--- src/rtl/wb_arb_pkg.sv ---
// Shared types and helpers for the Wishbone round-robin grant controller.
package wb_arb_pkg;

  typedef enum logic [1:0] {
    StIdle,
    StBusy,
    StTmo,
    StDrain
  } arb_state_e;

  // Index width that never collapses to zero bits.
  function automatic int unsigned clog2_min1(input int unsigned n);
    return (n <= 1) ? 1 : $clog2(n);
  endfunction

endpackage

--- src/rtl/rr_pick.sv ---
// Combinational winner selection: optional priority master, else first requester after ptr.
module rr_pick
  import wb_arb_pkg::*;
#(
  parameter int unsigned NUMM = 3,
  localparam int unsigned IW = clog2_min1(NUMM),
  localparam int unsigned HW = clog2_min1(NUMM + 1)
) (
  input  logic [NUMM-1:0] req,
  input  logic [IW-1:0]   ptr,
  input  logic [HW-1:0]   hipri,
  output logic [NUMM-1:0] win_oh,
  output logic [IW-1:0]   win_idx,
  output logic            any
);

  logic [IW-1:0] cand;
  logic          found;

  assign any = |req;

  always_comb begin
    win_idx = '0;
    cand    = '0;
    found   = 1'b0;
    if ((32'(hipri) < NUMM) && req[hipri[IW-1:0]]) begin
      win_idx = hipri[IW-1:0];
      found   = 1'b1;
    end else begin
      // Search starts just after ptr; i == NUMM lands back on ptr itself.
      for (int unsigned i = 1; i <= NUMM; i++) begin
        cand = IW'((32'(ptr) + i) % NUMM);
        if (!found && req[cand]) begin
          win_idx = cand;
          found   = 1'b1;
        end
      end
    end
  end

  always_comb begin
    win_oh = '0;
    for (int unsigned i = 0; i < NUMM; i++) begin
      win_oh[i] = found && (32'(win_idx) == i);
    end
  end

endmodule

--- src/rtl/wb_rr_arbiter.sv ---
// Wishbone shared-bus grant controller: round-robin with optional priority master and a
// watchdog that turns a stalled transfer into a one-cycle error.
module wb_rr_arbiter
  import wb_arb_pkg::*;
#(
  parameter int unsigned NUMM    = 3,
  parameter int unsigned HIPRI   = 0,
  parameter int unsigned TIMEOUT = 255,
  parameter int unsigned CNTW    = 8,
  localparam int unsigned IW = clog2_min1(NUMM)
) (
  input  logic            clk,
  input  logic            rst,
  input  logic [NUMM-1:0] cyc_i,
  input  logic [NUMM-1:0] stb_i,
  input  logic            ack_i,
  input  logic            err_i,
  output logic [NUMM-1:0] gnt_o,
  output logic [IW-1:0]   gnt_idx_o,
  output logic            gnt_vld_o,
  output logic            stb_mask_o,
  output logic            tmo_err_o,
  output logic [CNTW-1:0] tmo_cnt_o
);

  localparam int unsigned HW = clog2_min1(NUMM + 1);
  localparam int unsigned WW = clog2_min1(TIMEOUT + 1);
  localparam logic [HW-1:0] HipriL = HW'(HIPRI);
  localparam logic [IW-1:0] PtrRst = IW'(NUMM - 1);

  arb_state_e      state_q, state_d;
  logic [NUMM-1:0] gnt_q;
  logic [IW-1:0]   gnt_idx_q;
  logic            gnt_vld_q;
  logic [IW-1:0]   ptr_q, ptr_d;
  logic [WW-1:0]   wdog_q, wdog_d;
  logic [CNTW-1:0] tmo_cnt_q;

  logic            load, drop, rel, wait_cyc, tmo_hit;
  logic [NUMM-1:0] pick_req, pick_oh;
  logic [IW-1:0]   pick_ptr, pick_idx;
  logic            pick_any;

  // The current holder is masked so a handover only considers the other masters.
  assign pick_req = cyc_i & ~gnt_q;
  assign pick_ptr = (state_q == StIdle) ? ptr_q : gnt_idx_q;

  rr_pick #(
    .NUMM (NUMM)
  ) u_pick (
    .req     (pick_req),
    .ptr     (pick_ptr),
    .hipri   (HipriL),
    .win_oh  (pick_oh),
    .win_idx (pick_idx),
    .any     (pick_any)
  );

  assign rel      = gnt_vld_q && !cyc_i[gnt_idx_q];
  assign wait_cyc = stb_i[gnt_idx_q] && !ack_i && !err_i;
  assign tmo_hit  = (TIMEOUT != 0) && wait_cyc && ((32'(wdog_q) + 32'd1) == TIMEOUT);

  always_ff @(posedge clk) begin
    if (rst) begin
      state_q <= StIdle;
    end else begin
      state_q <= state_d;
    end
  end

  always_comb begin
    state_d = state_q;
    ptr_d   = ptr_q;
    load    = 1'b0;
    drop    = 1'b0;
    unique case (state_q)
      StIdle: begin
        if (pick_any) begin
          load    = 1'b1;
          state_d = StBusy;
        end
      end
      StBusy, StDrain: begin
        if (rel) begin
          ptr_d = gnt_idx_q;
          if (pick_any) begin
            load    = 1'b1;
            state_d = StBusy;
          end else begin
            drop    = 1'b1;
            state_d = StIdle;
          end
        end else if ((state_q == StBusy) && tmo_hit) begin
          state_d = StTmo;
        end
      end
      StTmo:   state_d = StDrain;
      default: state_d = StIdle;
    endcase
  end

  always_comb begin
    wdog_d = wdog_q;
    if (load || ack_i || err_i) begin
      wdog_d = '0;
    end else if ((state_q == StBusy) && stb_i[gnt_idx_q]) begin
      wdog_d = wdog_q + WW'(1);
    end
  end

  always_ff @(posedge clk) begin
    if (rst) begin
      gnt_q     <= '0;
      gnt_idx_q <= '0;
      gnt_vld_q <= 1'b0;
      ptr_q     <= PtrRst;
      wdog_q    <= '0;
      tmo_cnt_q <= '0;
    end else begin
      ptr_q  <= ptr_d;
      wdog_q <= wdog_d;
      if (load) begin
        gnt_q     <= pick_oh;
        gnt_idx_q <= pick_idx;
        gnt_vld_q <= 1'b1;
      end else if (drop) begin
        gnt_q     <= '0;
        gnt_idx_q <= '0;
        gnt_vld_q <= 1'b0;
      end
      if ((state_q == StTmo) && !(&tmo_cnt_q)) begin
        tmo_cnt_q <= tmo_cnt_q + CNTW'(1);
      end
    end
  end

  always_comb begin
    gnt_o      = gnt_q;
    gnt_idx_o  = gnt_idx_q;
    gnt_vld_o  = gnt_vld_q;
    stb_mask_o = (state_q == StTmo) || (state_q == StDrain);
    tmo_err_o  = (state_q == StTmo);
    tmo_cnt_o  = tmo_cnt_q;
  end

  a_onehot: assert property (@(posedge clk) disable iff (rst) $onehot0(gnt_o));
  a_consistent: assert property (@(posedge clk) disable iff (rst)
    gnt_o == (NUMM'(gnt_vld_o) << gnt_idx_o));
  a_hold: assert property (@(posedge clk) disable iff (rst)
    (gnt_vld_o && cyc_i[gnt_idx_o]) |=> $stable(gnt_o));
  a_tmo_pulse: assert property (@(posedge clk) disable iff (rst) tmo_err_o |=> !tmo_err_o);

endmodule

--- config.mk ---
export PLATFORM = sky130hd
export DESIGN_NAME = wb_rr_arbiter
export DESIGN_NICKNAME = d
export VERILOG_FILES = /design/src/rtl/wb_arb_pkg.sv /design/src/rtl/rr_pick.sv /design/src/rtl/wb_rr_arbiter.sv
export SDC_FILE = /design/constraint.sdc
export NUM_CORES = 1
export LEC_CHECK = 0
export ABC_AREA = 0
export CAP_MARGIN = 10
export CORE_MARGIN = 3
export CORE_UTILIZATION = 51
export CTS_CLUSTER_SIZE = 14
export DETAILED_ROUTE_END_ITERATION = 10
export DONT_BUFFER_PORTS = 1
export GPL_ROUTABILITY_DRIVEN = 0
export PLACE_DENSITY = 0.69
export SLEW_MARGIN = 20
export SYNTH_ARGS = -nofsm -noshare
export SYNTH_HDL_FRONTEND = slang
export SYNTH_SLANG_ARGS = --single-unit
export TNS_END_PERCENT = 100
--- constraint.sdc ---
create_clock -name clk -period 1.8 [get_ports clk]
set_input_delay 0.18 -clock clk [delete_from_list [all_inputs] [get_ports clk]]
set_output_delay 0.18 -clock clk [all_outputs]
set_load 0.01 [all_outputs]
---- After elaboration in Yosys (flattened, before gate mapping) ----
Cells that the tools add are included.
cells by class
  add/sub/neg operators ................... 6
  divide/modulo/power cells ............... 3
  order comparisons ....................... 4
  eq/ne operators ......................... 8
  mux-type cells .......................... 38
  bitwise gates (word level) .............. 2
  reduce and logical (&&, ||, !) cells .... 30
operators with widths
  operator                 count
  $mod A32 B2 Y32 const B  3
  $mux W2                  10
  $mux W1                  19
  $add A8 B1 Y8 const B    2
  $logic_and A1 B1 Y1      12
  $lt A2 B3 Y1 const B     4
  $bmux W1 S2              5
  $add A8 B1 Y9 const B    1
  $eq A9 B8 Y1 const B     1
  $reduce_and A8 Y1        1
  $add A2 B2 Y3 const B    2
  $eq A2 B2 Y1 const B     3
  $logic_not A1 Y1         6
  $mux W3                  2
  $pmux W2 S3              1
  $eq A2 B1 Y1 const B     2
  $logic_not A2 Y1         2
  $reduce_and A2 Y1        2
  $reduce_or A2 Y1         2
  $add A2 B1 Y3 const B    1
  $and A3 B3 Y3            1
  $logic_or A1 B1 Y1       3
  $ne A3 B3 Y1 const B     1
  $not A3 Y3               1
  4 further kinds          4
storage, ports and cells
  flip-flop bits (word level) ............. 26
  output and inout bits ................... 16
  word-level logic and storage cells ...... 98

---- Depth between registers and ports, before layout ----
  word-level depth ........................ 19
  depth in mapped cells ................... 7

---- Hierarchy ----
From an unflattened synthesis, not the netlist that was laid out.
unflattened totals
  cells, all modules ...................... 180
  area, all modules ....................... 1587.8 µm²
modules (own cells, without submodules)
  module         times used  cells each  area an instance (µm²)  sequential area each (µm²)
  wb_rr_arbiter  1           142         1311.3                  520.5
  rr_pick        1           38          276.5                   0.0

---- Worst setup path after synthesis ----
Ideal clock, no wire load.
  path type ............................... register -> register
  start point ............................. register gnt_idx_q[0], in the netlist gnt_idx_o[0]
  end point ............................... register wdog_q[1]
  data arrival time ....................... 1.688 ns
  data required time ...................... 1.720 ns
  slack ................................... 0.033 ns
  cell stages (with the launch flop) ...... 7
  buffers on the path ..................... 1
  clock period less this slack ............ 1.767 ns
  cells stage by stage .................... dfxtp_1 > buf_6 > mux2i_1 > o2111ai_4 > nand2_2 > a2111o_1 > a211oi_2
on the way
  cells in the longest elaborated chain, start to end .. 9
  elaborated cells between the ends (all ways) .. 12
  classes of those cells .................. mux (6); reduce/logical (6)
ends and longest elaborated chain
  element                           line                  RTL
  start, declared                   wb_rr_arbiter.sv:33   logic [IW-1:0] gnt_idx_q;
  start signal, assigned            wb_rr_arbiter.sv:124  gnt_idx_q <= pick_idx;
  $bmux W1 S2                       wb_rr_arbiter.sv:59   assign rel = gnt_vld_q && !cyc_i[gnt_idx_q];
  $mux W1 (not written as such)     wb_rr_arbiter.sv:59
  $logic_not A1 Y1                  wb_rr_arbiter.sv:59
  $logic_and A1 B1 Y1               wb_rr_arbiter.sv:59
  $mux W1                           wb_rr_arbiter.sv:84   if (rel) begin
  $pmux W1 S2                       wb_rr_arbiter.sv:76   unique case (state_q)
  $logic_or A1 B1 Y1 (2 in series)  wb_rr_arbiter.sv:104  if (load || ack_i || err_i) begin
  $reduce_or A2 Y1 (no line)        n/a
  end signal, assigned              wb_rr_arbiter.sv:121  wdog_q <= wdog_d;
  end, declared                     wb_rr_arbiter.sv:36   logic [WW-1:0] wdog_q, wdog_d;
Several ways; a longest one is shown, not always the timed one. The select of a mux whose other input is x is not followed.
A chain may end at the register's enable or synchronous reset.

---- Worst setup path after layout ----
Same ends and word-level chain as after synthesis.

==> impl_metrics.yaml <==
power:
  total_power_mw: 1.01
  power_density_nw_per_um2: 687
  vdd_drop_max_mv: 0.640
  power_leakage_nw: 0.571
sta:
  slew_viol_final: 0
  skew_ns: 0.00859
  setup_violations: 0
  tightest_slew_ns: 0.486
  post-route-worst-setup-slack_ns: 0.0940
  fmax_mhz: 586
  slew_headroom: 0.675
  layout_min_cycle_time_ns: 1.71
  finalSetupTns_ns: 0
  grt_setup_unrepaired: "false"
  finalHoldViolations: 0
  period_share: 0.948
clock_tree:
  htreeDepth: 1
  cts_tree: "done"
  clkLatencyLatePin_ns: 0.32
  cts_root_buf: "clkbuf_4"
  clkTransAtPathRegs_ns: 0.14
  cts-root-to-sink-buffers: 2
  cts.sinks: 26
  cts_buffers: 3
route:
  via_per_inst: 5.79
  wl_per_cell_um: 14.4
  vias: 1100
  firstDrtPassIters: 4
  drc: 0
  wl_um: 2730
  drtAntennaViolNets: 0
  dr.first_iter.drc_count: 36
worst_setup_path:
  crit_required_ns: 2.04
  path_max_fanout: 8
  crit_path_cell_trace: "buf_4, nand3b_1, o2111ai_4, nand2_2, a2111o_1, a211oi_2"
  setup.worst_path.start: "gnt_idx_o[0]"
  r2r_slack_ns: 0.09
  crit_arrival_ns: 1.94
  path_class: "register to register"
  endpoint: "wdog_q[1]"
  reg2reg_depth: 6
  slowest_stage: "a2111o_1"
  startpoint_type: "register"
  cp-end-kind: "register"
  worstReg2RegEnd: "wdog_q[1]"
  critPathMaxStageDelay_ns: 0.55
  r2r_start: "gnt_idx_o[0]"
placed_design:
  port_buffers: 0
  dpl.hpwl_um: 2060
  place_ws_ns: -0.0798
global_routing:
  grtUsageTotal: 0.179
  grt_first_pass_wirelength_um: 4620
  antenna_found_initial: 0
  grt_max_degree: 15
  grt_pass1_vias: 1023
  grt-ovfl-total: 0
worst_hold_path:
  hp-class: "primary input to register"
cells_and_area:
  antennaDiodeCount: 0
  fin_util: 0.643
  nets: 176
  layout-drive-gt1-share: 0.173
  synthToLayoutAreaGrowth_pct: 14.7
floorplan:
  fp-row-count: 17
  die_x_um: 56.2
  core_area_um2: 2300
  io_pins: 26
  die_h_um: 56.2
  initial_core_util: 0.560
  die_area_um2: 3160
run:
  cap_violations: 0
yosys:
  synthDistinctLibCells: 39
  seq_area_frac_synth: 0.404
  syn_nets: 159
  syn_inst: 146
  synthTopCellsByArea: "dfxtp_1 (40%), nor2_1 (7.6%), xnor2_1 (6.8%)"
  syn_area_per_cell_um2: 8.82
  ys.warnings.count: 0
  synth_area_um2: 1290
  synth_top_cell_area_share: 0.404
  synth_top_cell_by_area: "dfxtp_1"
  ys_ff_latch: 26
outcome:
  status: "complete, no violations"
## Yosys cell counts
cell       count
or2_2          1
or4_1          1
nor2_1        26
buf_6          1
mux2i_1        4
a22oi_1        1
a21oi_1        4
nand2b_1       1
nand2_2        1
a21o_1         4
nand4_1        3
xor2_1         2
o211ai_1       3
o21ai_1        2
xnor2_1       10
nand3b_1       2
nand2_1        5
nor2b_1        7
a21boi_0       1
nor4b_1        1
nor3b_1        2
nor3_1         2
nand3_1        8
and3_1         1
clkbuf_1       2
inv_1          5
ha_1           3
dfxtp_1       26
a31oi_1        1
nor4_1         3
o2111ai_4      1
and4_1         1
a211oi_1       2
a211oi_2       1
and3b_1        2
a2111o_1       1
a22o_1         1
a2111oi_0      1
o21ai_0        3
## critical path: cells and delay by family (launching register included)
family	cells	cell delay, ns
AO/OA/AOI/OAI	3	0.84
flip-flops	1	0.36
AND/OR/NAND/NOR	2	0.29
buffers and inverters	1	0.14
## kinds of logic (layout without fill, tap and decap cells)
kind of cell / count (synthesis) / count (layout) / synth area share
XOR/XNOR: 12 / 12 / 0.0816
AO/OA/AOI/OAI: 26 / 26 / 0.156
adder cells (fa/ha/maj): 3 / 3 / 0.0292
multiplexers: 4 / 4 / 0.0311
AND/OR/NAND/NOR: 67 / 67 / 0.268
buffers and inverters: 8 / 24 / 0.0292
flip-flops: 26 / 26 / 0.404
## metal layers
layer / vias up / GRT usage / wire length, um
li1: 548 / - / -
met1: 534 / 0.227 / 1270
met2: 16 / 0.297 / 1320
met3: 2 / 0.0696 / 131
met4: 0 / 0.0203 / 14
met5: - / 0 / 0
## cell type report
cell class / count / area (um2)
fill: 212 / 821
multi-input combinational: 112 / 748
sequential: 26 / 523
timing repair buffer: 15 / 115
clock buffer: 4 / 36.3
tap: 28 / 35.0
inverter: 5 / 18.8
## state kept, by name (all words and copies together), names as in the netlist, named ones only
name       flops
gnt_idx_o      2
gnt_o          3
gnt_vld_o      1
ptr_q          2
state_q        1
tmo_cnt_o      8
wdog_q         8
## per-stage QoR
step	std cells	hold slack [ns]	cell area [um2]
2_1_floorplan	146	0.253	1290
3_3_place_gp	185	0.255	1410
3_5_place_dp	185	0.257	1410
4_1_cts	190	0.135	1460
5_1_grt	190	0.139	1480
6_report	190	0.147	1480
## worst min-delay path by stage
stage	slack [ns]	start	end	cells past startpoint
floorplan	0.25	rst	state_q[0]	1
global route	0.14	rst	gnt_o[0]	2
global placement	0.25	rst	ptr_q[0]	1
CTS	0.13	rst	gnt_o[0]	2
finish	0.15	rst	gnt_o[0]	2
detailed placement	0.26	rst	ptr_q[0]	1
## timing repair
item / 4_1_cts / 5_1_grt
buffers inserted: 0 / 0
hold buffers: 1 / 0
pin swaps: 1 / 3
resized for setup: 1 / 6
endpoints found under the hold margin: 12 / 0
setup endpoints to repair: 3 / 7
## power breakdown
group          internal [mW]  switching, mW
Clock                  0.124          0.164
Combinational         0.0507         0.0663
Sequential             0.590         0.0206
## cell usage in the layout (no fill, tap or decap), drive strengths merged, types with 2 or more instances in the layout
cell | synthesis | layout
ha | 3 | 3
nand3b | 2 | 2
and3b | 2 | 2
xor2 | 2 | 2
nor2b | 7 | 7
nand4 | 3 | 3
inv | 5 | 5
xnor2 | 10 | 10
a211oi | 3 | 3
nand3 | 8 | 8
nor2 | 26 | 26
buf | 1 | 14
nor4 | 3 | 3
o211ai | 3 | 3
clkbuf | 2 | 4
o21ai | 5 | 5
a21o | 4 | 4
nand2 | 6 | 6
nor3b | 2 | 2
dfxtp | 26 | 26
mux2i | 4 | 4
nor3 | 2 | 2
a21oi | 4 | 4
Power figures use the tool's default switching activity.
